## src/rtl/store_commit_buffer_pkg.sv

```systemverilog
// lsu_pkg: shared store-buffer types and the byte-lane helper used for drain and forwarding.
package lsu_pkg;
    localparam int ADDR_W = 32;
    localparam int DATA_W = 32;
    localparam int STRB_W = DATA_W / 8;
    localparam logic [2:0] FUNCT3_SB = 3'b000;
    localparam logic [2:0] FUNCT3_SH = 3'b001;
    localparam logic [2:0] FUNCT3_SW = 3'b010;
    typedef struct packed {
        logic [ADDR_W-1:0] addr;
        logic [DATA_W-1:0] data;
        logic [2:0]        funct3;
    } sb_entry_t;
    typedef enum logic {IDLE, SEND} sb_state_t;
    typedef struct packed {
        logic [STRB_W-1:0] wstrb;
        logic [DATA_W-1:0] wdata;
        logic              ok;
    } lane_t;
    function automatic lane_t store_lane(input logic [2:0] funct3, input logic [1:0] addr,
                                         input logic [DATA_W-1:0] data);
        lane_t r;
        r.ok = (funct3 == FUNCT3_SB) || (funct3 == FUNCT3_SH && !addr[0]) ||
               (funct3 == FUNCT3_SW && addr == 2'b00);
        r.wstrb = !r.ok ? '0 : funct3 == FUNCT3_SB ? 4'b0001 << addr :
                  funct3 == FUNCT3_SH ? 4'b0011 << addr : 4'b1111;
        r.wdata = funct3 == FUNCT3_SB ? {4{data[7:0]}} : funct3 == FUNCT3_SH ? {2{data[15:0]}} : data;
        return r;
    endfunction
endpackage

```

## src/rtl/store_commit_buffer_lane_gen.sv

```systemverilog
// store_lane_gen: combinational byte strobe, lane replication and alignment check for one store.
module store_lane_gen
    import lsu_pkg::*;
(
    input  logic [2:0]        funct3_i,
    input  logic [1:0]        addr_i,
    input  logic [DATA_W-1:0] data_i,
    output logic [STRB_W-1:0] wstrb_o,
    output logic [DATA_W-1:0] wdata_o,
    output logic              ok_o
);
    lane_t lane;
    assign lane = store_lane(funct3_i, addr_i, data_i);
    assign wstrb_o = lane.wstrb;
    assign wdata_o = lane.wdata;
    assign ok_o = lane.ok;
endmodule

```

## src/rtl/store_commit_buffer.sv

```systemverilog
// store_commit_buffer: in-order post-commit store queue draining to data memory over req/ack.
// STORE_COMMIT_FWD_EN adds the youngest-match store-to-load forwarding port.
module store_commit_buffer
    import lsu_pkg::*;
#(
    parameter int DEPTH = 8
) (
    input  logic              clk,
    input  logic              rst,
    input  logic              commit_we,
    input  logic [ADDR_W-1:0] commit_addr,
    input  logic [DATA_W-1:0] commit_data,
    input  logic [2:0]        commit_funct3,
    output logic              sb_full,
    output logic              sb_empty,
    output logic              overflow_err,
    output logic              misalign_err,
    output logic              mem_req,
    output logic [ADDR_W-1:0] mem_addr,
    output logic [DATA_W-1:0] mem_wdata,
    output logic [STRB_W-1:0] mem_wstrb,
`ifdef STORE_COMMIT_FWD_EN
    input  logic [ADDR_W-1:0] ld_addr,
    output logic              ld_hit,
    output logic [DATA_W-1:0] ld_data,
`endif
    input  logic              mem_ack
);
    localparam int PW = $clog2(DEPTH);
    localparam int CW = PW + 1;
    sb_entry_t buf_q [DEPTH];
    sb_entry_t commit_e, ent_a, ent_b;
    logic [PW-1:0] head_q, tail_q, head_nx;
    logic [CW-1:0] count_q;
    sb_state_t state_q, state_d;
    logic [ADDR_W-1:0] mem_addr_q;
    logic [DATA_W-1:0] mem_wdata_q, a_wdata, b_wdata;
    logic [STRB_W-1:0] mem_wstrb_q, a_wstrb, b_wstrb;
    logic overflow_q, a_ok, b_ok, full, drop, adv, vld, load, push;
    assign commit_e = '{addr: commit_addr, data: commit_data, funct3: commit_funct3};
    assign head_nx = head_q + PW'(1);
    // A: current head (or bypassed commit); B: entry that follows once the head leaves.
    always_comb begin
        ent_a = count_q != '0 ? buf_q[head_q] : commit_e;
        ent_b = count_q > CW'(1) ? buf_q[head_nx] : commit_e;
        full = count_q == CW'(DEPTH);
        drop = state_q == IDLE && count_q != '0 && !a_ok;
        adv = state_q == SEND ? mem_ack : drop;
        vld = commit_we || (adv ? count_q > CW'(1) : count_q != '0);
    end
    store_lane_gen u_lane_a (.funct3_i(ent_a.funct3), .addr_i(ent_a.addr[1:0]), .data_i(ent_a.data),
                             .wstrb_o(a_wstrb), .wdata_o(a_wdata), .ok_o(a_ok));
    store_lane_gen u_lane_b (.funct3_i(ent_b.funct3), .addr_i(ent_b.addr[1:0]), .data_i(ent_b.data),
                             .wstrb_o(b_wstrb), .wdata_o(b_wdata), .ok_o(b_ok));
    always_comb begin
        load = vld && (adv ? b_ok : a_ok) && (state_q == IDLE || mem_ack);
        push = commit_we && (!full || adv);
        state_d = load || (state_q == SEND && !mem_ack) ? SEND : IDLE;
    end
    always_ff @(posedge clk) begin
        if (push) buf_q[tail_q] <= commit_e;
    end
    always_ff @(posedge clk) begin
        if (rst) begin
            head_q <= '0;
            tail_q <= '0;
            count_q <= '0;
            state_q <= IDLE;
            mem_addr_q <= '0;
            mem_wdata_q <= '0;
            mem_wstrb_q <= '0;
            overflow_q <= 1'b0;
        end else begin
            if (push) tail_q <= tail_q + PW'(1);
            if (adv) head_q <= head_nx;
            count_q <= count_q + CW'(push) - CW'(adv);
            state_q <= state_d;
            if (load) begin
                mem_addr_q <= {(adv ? ent_b.addr[ADDR_W-1:2] : ent_a.addr[ADDR_W-1:2]), 2'b00};
                mem_wdata_q <= adv ? b_wdata : a_wdata;
                mem_wstrb_q <= adv ? b_wstrb : a_wstrb;
            end
            if (commit_we && full && !adv) overflow_q <= 1'b1;
        end
    end
    assign sb_full = full;
    assign sb_empty = count_q == '0;
    assign overflow_err = overflow_q;
    assign misalign_err = drop;
    assign mem_req = state_q == SEND;
    assign mem_addr = mem_addr_q;
    assign mem_wdata = mem_wdata_q;
    assign mem_wstrb = mem_wstrb_q;
`ifdef STORE_COMMIT_FWD_EN
    logic [STRB_W-1:0] e_strb [DEPTH];
    logic [DATA_W-1:0] e_data [DEPTH];
    logic              e_ok   [DEPTH];
    for (genvar g = 0; g < DEPTH; g++) begin : g_fwd
        store_lane_gen u_lane (.funct3_i(buf_q[g].funct3), .addr_i(buf_q[g].addr[1:0]),
                               .data_i(buf_q[g].data), .wstrb_o(e_strb[g]), .wdata_o(e_data[g]),
                               .ok_o(e_ok[g]));
    end
    // Walk oldest to youngest so the youngest word match wins; only full-word cover hits.
    always_comb begin
        logic [PW-1:0] idx;
        ld_hit = 1'b0;
        ld_data = '0;
        for (int i = 0; i < DEPTH; i++) begin
            idx = head_q + PW'(i);
            if (CW'(i) < count_q && buf_q[idx].addr[ADDR_W-1:2] == ld_addr[ADDR_W-1:2]) begin
                ld_hit = ld_addr[1:0] == 2'b00 && e_ok[idx] && e_strb[idx] == 4'b1111;
                ld_data = e_data[idx];
            end
        end
    end
`endif
endmodule
```

## config.mk

```make
export PLATFORM = sky130hd
export DESIGN_NAME = store_commit_buffer
export DESIGN_NICKNAME = d
export VERILOG_FILES = /design/src/rtl/store_commit_buffer_pkg.sv /design/src/rtl/store_commit_buffer_lane_gen.sv /design/src/rtl/store_commit_buffer.sv
export SDC_FILE = /design/constraint.sdc
export NUM_CORES = 1
export LEC_CHECK = 0
export CORE_UTILIZATION = 58
export CTS_CLUSTER_DIAMETER = 50
export DETAILED_ROUTE_END_ITERATION = 12
export GPL_ROUTABILITY_DRIVEN = 1
export GPL_TIMING_DRIVEN = 0
export PLACE_DENSITY = 0.85
export SYNTH_ARGS = -nofsm -noshare
export SYNTH_HDL_FRONTEND = slang
export SYNTH_SLANG_ARGS = --single-unit
```

## constraint.sdc

```tcl
create_clock -name clk -period 16.2 [get_ports clk]
set_input_delay 3.24 -clock clk [delete_from_list [all_inputs] [get_ports clk]]
set_output_delay 3.24 -clock clk [all_outputs]
set_load 0.01 [all_outputs]
```

==> flow_summary.toml, run 1 <==
[routing]
drtPass1Iterations = 7
via_per_inst = 7.202
ant_nets = 0
remaining_drc_errors = 0
drt_iter0_drc = 2939
routedWlPerCell_um = 31.85
vias = 19574
finalWirelength_um = 86570

[flow_run]
cap_violations = 0

[yosys]
synth_ff_type = "edfxtp_1"
synth_top_cell_area_share_pct = 54.48
async_flop_share_pct = 0
synth_warnings = 0
synth_cells = 1751
synth_cell_type_count = 49
synth_edf_count = 536
syn_area_um2 = 29540
yosysTopAreaCell = "edfxtp_1"
synth_area_leaders = "edfxtp_1 (54%), mux4_2 (20%), dfxtp_1 (5.5%)"
synth-seq-area-share_pct = 59.97
syn_area_per_cell_um2 = 16.87
synth_seq_cells = 617

[pwr]
p_clk_share_pct = 20.9
power.density_nw_per_um2 = 207.2
p_leak_nw = 10.74
intPower_mw = 4.246
switching_share_pct = 40.55
ir_drop_uv = 150.9
pwr-share-seq_pct = 27.5
p_comb_share_pct = 51.5
total_power_mw = 7.142
p_switching_mw = 2.896

[clocking]
clockBufferDepth = 3
cts.clk_slew.worst_paths_ns = 0.06
cts_tree = "done"
postCtsHoldBufs = 0
root_buffer = "clkbuf_16"
ctsHtreeMaxLevel = 3
cts_resized = 0
cts_sinks = 617
cts_setup_buffers = 0
clk-insertion-delay-late_ns = 0.63
numCtsBuffers = 66

[critical_path]
end_kind = "output pin"
crit_fanout = 9
startpoint_type = "input pin"
crit_type = "in2out"
crit_required_ns = 12.96
worstRegToRegCells = 13
worstPathArrival_ns = 6.12

[global_routing]
grt-ovfl-total = 0
grt_pass1_vias = 20037
grt_usage_pct = 34.39
grt_max_degree = 26
grt_pass1_wl_um = 127400
antenna_found_initial = 7

[cells_and_area]
fill_cells = 3162
final_common_cell = "edfxtp_1"
synthToLayoutAreaGrowth_pct = 16.70
fin_area_um2 = 34480
fin_nets = 2080
drive_above_1_share_pct = 26.54
final_cell_mix = "edfxtp_1 (536), mux4_2 (263), clkdlybuf4s50_1 (140)"

[hold_path]
hold_depth = 2
min_path_type = "reg2reg"

[placement]
place.gp.congestion = 0.9750
place_ws_ns = 6.889
hpwl_um = 57530
place_area_um2 = 32360
portBuffers = 140

[timing]
setup_viol = 0
max_freq_mhz = 106.9
fin_ws_ns = 6.842
drv_slew = 0
period_share_pct = 57.76
finalCriticalPeriod_ns = 9.358
hold_slack_ns = 0.4716
slew_headroom_pct = 13.76
hold_viol_final = 0
final.setup.tns_ns = 0
tightest_slew_ns = 1.285
rsz0062_at_grt = "no"
skew_ns = 0.03162

[die]
die_w_um = 227.7
dieArea_um2 = 51840
core_um2 = 50170
ios = 144
fp.dieH_um = 227.7
initial_core_util_pct = 58.88
placementRows = 82

[status]
status = "completed"
final cells by class:
type                            count  area (µm²)  share of cell area [%]
Timing Repair Buffer              172        1916                   5.556
Clock inverter                     27       291.5                  0.8456
Clock buffer                       91        1817                   5.270
Antenna cell                        4       10.01                 0.02903
Buffer                            153       673.1                   1.953
Sequential cell                   617       17720                   51.39
Inverter                           12       45.04                  0.1307
Tap cell                          672       840.8                   2.439
Multi-Input combinational cell    970       11170                   32.39
metrics by stage:
stage / std cells / util [%]
final: 2718 / 68.72
after global routing: 2716 / 68.71
after CTS: 2714 / 68.70
after detailed placement: 2596 / 64.49
after global placement: 2564 / 63.36
after floorplan: 1752 / -
registers in the layout (all words and copies together) (netlist names), named ones only:
name          count
buf_q           536
mem_wdata        32
mem_addr         30
count_q           4
mem_wstrb         4
head_q            3
tail_q            3
mem_req           1
overflow_err      1
layer usage:
metal,wire length (µm),track usage [%],share of wire [%]
met5,55,0,0.064
met3,10820,8.600,12
met2,41360,54.05,48
met1,29690,44.63,34
met4,4648,18.27,5.4
worst max-delay path, cell delays in order:
cell and delay (ns):
clkdlybuf4s50_1 0.61, inv_1 0.12, mux2_2 0.33, ha_1 0.24, o31ai_1 0.29, a2bb2o_1 0.38, a21boi_0 0.30, clkdlybuf4s50_1 0.60
synthesized netlist by cell type, types with 2 or more instances:
cell type	count
nor2b_1	4
a21oi_1	110
edfxtp_1	536
buf_2	36
nor2_1	81
xnor2_1	2
buf_4	10
a211oi_1	23
nand4_1	13
mux2i_1	113
buf_1	15
xor2_1	4
nand2b_1	3
dfxtp_1	81
clkbuf_1	89
ha_1	16
inv_1	11
buf_6	2
nor3_1	2
mux4_2	263
nand3b_1	3
o21a_1	3
nand3_1	4
nand2_1	72
a211oi_2	19
o31ai_1	2
o2111ai_1	8
o21ai_1	2
o21ai_0	33
a21o_1	2
o211ai_1	57
mux2_2	75
a311oi_1	9
a22oi_1	2
and2_1	2
a222oi_1	31
path summary, 6_finish.rpt:
path,endpoint,from,slack [ns]
max,misalign_err,commit_addr[0],6.84
min,overflow_err,overflow_err,0.47
max reg2reg,mem_addr[20],flop,10.66
min reg2reg,overflow_err,overflow_err,0.47
kinds of logic after synthesis:
family | share of synthesized area [%]
muxes | 26.74
other | 0.01269
adders and majority gates | 0.7454
AOI/OAI and AO/OA | 7.247
DFF | 59.97
and+or+nand+nor | 2.677
buffers and inverters | 2.431
xor gates and xnor gates | 0.1779
power groups by stage:
stage | Clock (mW) | Combinational, mW | Sequential (mW)
after CTS | 1.50 | 3.61 | 1.96
after floorplan | 0 | 2.42 | 1.99
after global routing | 1.55 | 3.86 | 1.97
after detailed placement | 0 | 3.57 | 1.99
after global placement | 0 | 3.46 | 2.00
final | 1.50 | 3.68 | 1.97
(Power assumes the default switching activity.)
==> run 2, diff against run 1 <==
Clock period 16.2 ns to 9.3 ns, I/O delays scaled along.
==> results of run 2 <==
Same layout as run 1 (identical final DEF). Status: completed.
Among the figures that moved: setup slack after placement 6.889 ns -> 2.749 ns; setup slack after layout 6.842 ns -> 2.702 ns; register-to-register setup slack 10.66 ns -> 3.76 ns; total power 7.142 mW -> 12.44 mW; worst IR drop on VDD 150.9 µV -> 262.9 µV
